`src/rtl/ctrl_pipe_exc.sv`:
```
// ctrl_pipe_exc: control-bundle pipeline (ID/EX -> EX/MEM -> MEM/WB) with
// stall bubbles, branch flush and drain-then-request exception handling.
// Ports:
//   clk, rst_n                 clock, async active-low reset
//   id_valid, id_ctrl_exe/mem/wb, id_exception, id_pc   decoder bundle in ID
//   stall                      insert bubble into ID/EX
//   alu_zero                   ALU zero of instruction in EX/MEM
//   exc_ack                    handler accepts exception request
//   ex_reg_dst, ex_alu_src, ex_alu_op       ID/EX control
//   mem_read, mem_write, branch_flush       EX/MEM control
//   wb_reg_write, wb_mem2reg                MEM/WB control
//   if_hold, exc_req, epc                   exception interface
module ctrl_pipe_exc #(
  parameter int unsigned PC_W         = 32,
  parameter int unsigned DRAIN_CYCLES = 2
) (
  input  logic            clk,
  input  logic            rst_n,
  input  logic            id_valid,
  input  logic [3:0]      id_ctrl_exe,
  input  logic [2:0]      id_ctrl_mem,
  input  logic [1:0]      id_ctrl_wb,
  input  logic            id_exception,
  input  logic [PC_W-1:0] id_pc,
  input  logic            stall,
  input  logic            alu_zero,
  input  logic            exc_ack,
  output logic            ex_reg_dst,
  output logic            ex_alu_src,
  output logic [1:0]      ex_alu_op,
  output logic            mem_read,
  output logic            mem_write,
  output logic            branch_flush,
  output logic            wb_reg_write,
  output logic            wb_mem2reg,
  output logic            if_hold,
  output logic            exc_req,
  output logic [PC_W-1:0] epc
);

  localparam int unsigned CW = (DRAIN_CYCLES > 1) ? $clog2(DRAIN_CYCLES) : 1;

  typedef enum logic [1:0] {
    IDLE  = 2'd0,
    DRAIN = 2'd1,
    REQ   = 2'd2
  } state_t;

  state_t          state_q, state_d;
  logic [CW-1:0]   cnt_q, cnt_d;
  logic [PC_W-1:0] epc_q, epc_d;

  logic       idex_v_q, idex_v_d;
  logic [3:0] idex_exe_q, idex_exe_d;
  logic [2:0] idex_mem_q, idex_mem_d;
  logic [1:0] idex_wb_q, idex_wb_d;

  logic       exmem_v_q, exmem_v_d;
  logic [2:0] exmem_mem_q, exmem_mem_d;
  logic [1:0] exmem_wb_q, exmem_wb_d;

  logic       memwb_v_q;
  logic [1:0] memwb_wb_q;

  logic flush;

  assign flush = exmem_v_q & exmem_mem_q[2] & alu_zero;

  always_comb begin
    state_d    = state_q;
    cnt_d      = cnt_q;
    epc_d      = epc_q;
    idex_v_d   = 1'b0;
    idex_exe_d = '0;
    idex_mem_d = '0;
    idex_wb_d  = '0;

    // ID/EX load priority: flush, busy FSM, exception capture, stall, load.
    if (flush) begin
      idex_v_d = 1'b0;
    end else if (state_q != IDLE) begin
      idex_v_d = 1'b0;
    end else if (id_valid && id_exception) begin
      epc_d   = id_pc;
      state_d = DRAIN;
      cnt_d   = CW'(DRAIN_CYCLES - 1);
    end else if (stall) begin
      idex_v_d = 1'b0;
    end else begin
      idex_v_d   = id_valid;
      idex_exe_d = id_ctrl_exe;
      idex_mem_d = id_ctrl_mem;
      idex_wb_d  = id_ctrl_wb;
    end

    case (state_q)
      DRAIN: begin
        // A flush here means the faulting instruction was on the wrong path.
        if (flush)              state_d = IDLE;
        else if (cnt_q == '0)   state_d = REQ;
        else                    cnt_d   = cnt_q - 1'b1;
      end
      REQ: begin
        if (exc_ack) state_d = IDLE;
      end
      default: ;
    endcase

    if (flush) begin
      exmem_v_d   = 1'b0;
      exmem_mem_d = '0;
      exmem_wb_d  = '0;
    end else begin
      exmem_v_d   = idex_v_q;
      exmem_mem_d = idex_mem_q;
      exmem_wb_d  = idex_wb_q;
    end
  end

  always_ff @(posedge clk or negedge rst_n) begin
    if (!rst_n) begin
      state_q     <= IDLE;
      cnt_q       <= '0;
      epc_q       <= '0;
      idex_v_q    <= 1'b0;
      idex_exe_q  <= '0;
      idex_mem_q  <= '0;
      idex_wb_q   <= '0;
      exmem_v_q   <= 1'b0;
      exmem_mem_q <= '0;
      exmem_wb_q  <= '0;
      memwb_v_q   <= 1'b0;
      memwb_wb_q  <= '0;
    end else begin
      state_q     <= state_d;
      cnt_q       <= cnt_d;
      epc_q       <= epc_d;
      idex_v_q    <= idex_v_d;
      idex_exe_q  <= idex_exe_d;
      idex_mem_q  <= idex_mem_d;
      idex_wb_q   <= idex_wb_d;
      exmem_v_q   <= exmem_v_d;
      exmem_mem_q <= exmem_mem_d;
      exmem_wb_q  <= exmem_wb_d;
      memwb_v_q   <= exmem_v_q;
      memwb_wb_q  <= exmem_wb_q;
    end
  end

  assign ex_reg_dst   = idex_exe_q[0];
  assign ex_alu_src   = idex_exe_q[1];
  assign ex_alu_op    = idex_exe_q[3:2];
  assign mem_read     = exmem_mem_q[0];
  assign mem_write    = exmem_mem_q[1];
  assign branch_flush = flush;
  assign wb_reg_write = memwb_wb_q[0];
  assign wb_mem2reg   = memwb_wb_q[1];
  assign if_hold      = (state_q != IDLE);
  assign exc_req      = (state_q == REQ);
  assign epc          = epc_q;

  logic unused_memwb_v;
  assign unused_memwb_v = memwb_v_q;

endmodule

```
`config.mk`:
```
export PLATFORM = sky130hd
export DESIGN_NAME = ctrl_pipe_exc
export DESIGN_NICKNAME = d
export VERILOG_FILES = /design/src/rtl/ctrl_pipe_exc.sv
export SDC_FILE = /design/constraint.sdc
export NUM_CORES = 1
export LEC_CHECK = 0
export CELL_PAD_IN_SITES_DETAIL_PLACEMENT = 0
export CELL_PAD_IN_SITES_GLOBAL_PLACEMENT = 1
export CORE_ASPECT_RATIO = 1.5
export CORE_UTILIZATION = 36
export DETAILED_ROUTE_END_ITERATION = 12
export GPL_TIMING_DRIVEN = 0
export PLACE_DENSITY = 0.8
export SYNTH_ARGS = -nofsm -noshare
export SYNTH_HDL_FRONTEND = slang
export SYNTH_SLANG_ARGS = --single-unit
```
`constraint.sdc`:
```
create_clock -name clk -period 2.3 [get_ports clk]
set_input_delay 0.23 -clock clk [delete_from_list [all_inputs] [get_ports clk]]
set_output_delay 0.23 -clock clk [all_outputs]
set_load 0.03 [all_outputs]
```
After elaboration in Yosys (flattened, before gate mapping)
Index checks and enable logic that the tools add are counted.
Widths: inputs -> output; s select.

operators by class
  bitwise logic cells = 4
  equality and inequality tests = 2
  add/sub/neg operators = 1
  reduce and logical (&&, ||, !) cells = 3
  multiplexer cells = 32

operators by type and width
  kind                 number
  $mux 2               11
  $mux 4               4
  $mux 3               5
  $mux 1               11
  $pmux 2 s2           1
  $reduce_and 3->1     1
  $and 1x1->1          2
  $eq 2x1->1 const B   1
  $eq 2x2->1 const B   1
  $not 1->1            2
  $reduce_bool 2->1    1
  $logic_and 1x1->1    1
  $sub 1x1->1 const B  1

storage, ports and cells
  register bits after elaboration = 53
  logic and storage cells = 53
  output and inout port bits = 43

Depth between registers and ports, before layout
Gate-level depths: netlist of the first run.

  depth after elaboration = 7
  depth in mapped cells = 6
  mapped depth without buffers = 5

Worst setup path before layout of the first run
OpenSTA, ideal clock, no wires.

  path type = flip-flop to flip-flop
  from = register state_q[1]
  to = register idex_exe_q[0]
  stages on the path, launching flop included = 6
  arrival time = 1466 ps
  setup slack = 768 ps
  buffers on the path = 0
  cell sequence = dfrtp_1 > inv_1 > ha_1 > inv_1 > a2111oi_4 > and2_1

on the way
  word-level cells in the longest chain between the ends = 3

RTL lines
  item                    RTL line  RTL
  from (decl)             49        state_t state_q, state_d;
  from (signal assigned)  135       state_q <= state_d;
  $reduce_bool 2->1       -
  via if_hold             36        output logic if_hold,
  $mux 4                  81        end else if (state_q != IDLE) begin
  $mux 4                  79        if (flush) begin
  via idex_exe_d[0]       54        logic [3:0] idex_exe_q, idex_exe_d;
  to (signal assigned)    139       idex_exe_q <= idex_exe_d;
  to (decl)               54

The timed path passes the listed nets, and every way through them passes these cells.
A chain may end at the register's enable or synchronous reset.

Final worst setup path of the first run
  from = register state_q[1]
  to = output if_hold

on the way
  word-level cells in the longest chain between the ends = 1

RTL lines
  item               RTL line  RTL
  $reduce_bool 2->1  158       assign if_hold = (state_q != IDLE);
  to (decl)          36

No other way between the ends.

==> impl_metrics.yaml, run 1 <==
final_layout:
  final_area_sq_um: 3280
  syn_to_final_growth_pct: 52.4
  regArea_sq_um: 1330
  mostFrequentLayoutCells: "clkdlybuf4s50_1, dfrtp_1, mux2_4, and2_1, clkbuf_8"
  multiInputGateArea_sq_um: 742
  final_cell_count_no_fill: 296
  n_fill_cell: 507
  drive_above_1_share: 0.219
  final_util: 0.566
  diodes: 0
  fin_nets: 274
  final_common_cell: "clkdlybuf4s50_1"
placement:
  routabilityCongestion: 0.688
  dpl_worst_slack_ps: 373
  placed_area_sq_um: 3160
  portBuffers: 90
  dp.cells: 287
  dp_hpwl_um: 3080
floorplan:
  die_area_sq_um: 6290
  fp-row-count: 34
  dieWidth_um: 65.1
  io_pins: 91
  die_h_um: 96.6
  core-area_sq_um: 5790
  start_util: 0.372
power:
  vdd_drop_max_uv: 665
  p_leak_nw: 1.43
  power.density_nw_per_um2: 1300
  total_power_mw: 4.25
sta:
  fin_crit_ps: 2060
  slew_headroom: 0.580
  clock.fmax_ghz: 0.486
  setup_tns_ps: 0
  skew_ps: 3.91
  hold_slack_ps: 355
  finalMaxSlewViolations: 0
  worstMarginPinSlew_ps: 630
  fin_ws_ps: 240
  fin_crit_sh: 0.895
  rsz0062_at_grt: "false"
  finalSetupViolCount: 0
  hold_viol: 0
synth:
  synthDistinctLibCells: 19
  syn_area_per_cell_sq_um: 17.3
  synth_top_family_by_area: "multiplexers"
  synth.cell_area_sq_um: 2150
  synthTopCellsByArea: "dfrtp_1, mux2_4, and2_1"
  ys_ff_latch: 53
  yosysTopAreaCellShare: 0.617
  synth.largest_area_cell: "dfrtp_1"
  synth.area.mux_share: 0.217
  synth_xor_area_frac: 0
  synthSimpleGateAreaFrac: 0.0815
  synth_seq_area_share: 0.617
  synth_cells: 124
  yosys.area_share.adder: 0.0175
  synth.yosys.warnings: 0
  syn_nets: 175
  synth_compound_gate_area_share: 0.0297
global_route:
  grt_pass1_vias: 1442
  grt_pass1_wl_um: 6770
  track_usage: 0.141
  grt_max_degree: 28
  gr-total-overflow: 0
  antenna_found_initial: 0
route:
  drt_pass1_iterations: 4
  totalWireLength_um: 4150
  vias: 1326
  wl_per_cell_um: 14.0
  dr.first_iter.drc_count: 16
  vias_per_cell: 4.48
  drc: 0
  ant_nets: 0
worst_setup_path:
  crit_fanout: 4
  rrSetupSlack_ps: 630
  critPathMostFrequentCell: "inv_1"
  cp_num_buf_inv: 3
  path_delay_family: "buffers and inverters"
  arrival_ps: 1830
  worstSetupEndpointType: "output pin"
  max_stage_delay_ps: 690
  slowest_stage: "clkdlybuf4s50_1"
  cp-start-kind: "register"
  path_cells: "inv_1, ha_1, inv_1, clkdlybuf4s50_1"
  worstPathRequired_ps: 2070
  critical_path_class: "reg2out"
cts:
  clk_pin_slew_ps: 90
  htreeDepth: 2
  numCtsBuffers: 5
  postCtsSetupRepairBufs: 0
  cts.sinks: 53
  cts-root-buf: "clkbuf_8"
  cts_tree: "built"
  cts_max_path_buffers: 2
  clk_latency_ps: 290
run:
  maxCapViolCount: 0
min_path:
  hp-class: "reg2reg"
outcome:
  status: "completed"
## repair_timing
action | 4_1_cts | 5_1_grt
endpoints found under the hold margin | 26 | 0
endpoints found under the setup margin | 0 | 0
hold buffers | 1 | 0
gates resized for setup | 0 | 0
## power breakdown
group	switching (mW)	total [mW]	internal [mW]
clock network	0.295	0.622	0.327
logic	1.06	2.16	1.10
registers	0.183	1.47	1.29
total	1.53	4.25	2.71
## synth_stat cells, drive strengths merged
cell type,instances
nor2,1
ha,3
a2111oi,1
and2,16
inv,5
nand3,3
o21ai,1
a2bb2oi,1
a21boi,1
dfrtp,53
nand4,1
nand4b,1
mux2,32
o21a,1
buf,3
o211ai,1
## routing by layer
metal  wire, um  track usage
met1       1580        0.165
met2       2290        0.247
met3        252       0.0366
met4         23       0.0401
met5          0            0
## area by class of cell
| cell class | instances | area share |
|---|---|---|
| buffer | 3 | 0.0183 |
| clock buffer | 6 | 0.0221 |
| clock inverter | 2 | 0.0118 |
| inverter | 5 | 0.00649 |
| multi-input combinational | 63 | 0.226 |
| sequential | 53 | 0.405 |
| tap | 72 | 0.0275 |
| timing repair buffer | 92 | 0.283 |
## state kept, by name (all words and copies together), names as in the netlist, named ones only
signal,flops
exmem_wb_q,2
epc,32
memwb_wb_q,2
exmem_v_q,1
idex_wb_q,2
idex_exe_q,4
idex_v_q,1
exmem_mem_q,3
state_q,2
idex_mem_q,3
## kinds of logic after synthesis
kind of cell / count (synthesis)
AOI/OAI and AO/OA: 6
adders and majority gates: 3
buffers and inverters: 8
DFF: 53
muxes: 32
and+or+nand+nor: 22
## path summary, 6_finish.rpt
kind	start	endpoint	cells past startpoint
worst max register to register	state_q[1]	epc[11]	6
worst min register to register	exmem_wb_q[0]	memwb_wb_q[0]	0
max in group asynchronous	rst_n	epc[5]	3
worst max-delay path	state_q[1]	if_hold	4
min in group asynchronous	rst_n	epc[3]	2
worst min-delay path	exmem_wb_q[0]	memwb_wb_q[0]	0
## worst register-to-register path, delay by kind of cell (launching register included)
| family | cells | cell delay [ps] |
|---|---|---|
| multiplexers | 1 | 310 |
| flip-flops | 1 | 430 |
| buffers and inverters | 2 | 280 |
| adder cells (fa/ha/maj) | 1 | 220 |
| AND/OR/NAND/NOR | 2 | 330 |
Note: power is estimated with default switching activity, not from simulation.
==> run 2: changes to the inputs <==
==> constraint.sdc (replaced) <==
create_clock -name clk -period 2.3 [get_ports clk]
set_input_delay 0.23 -clock clk [delete_from_list [all_inputs] [get_ports clk]]
set_output_delay 0.23 -clock clk [all_outputs]
set_load 0.01 [all_outputs]
==> results of run 2 <==
Same layout as run 1 (identical final DEF). Status: completed.
Among the figures that moved: setup slack after placement 373 ps -> 492 ps; setup slack after layout 240 ps -> 375 ps; total power 4.25 mW -> 3.74 mW; worst IR drop on VDD 665 uV -> 579 uV
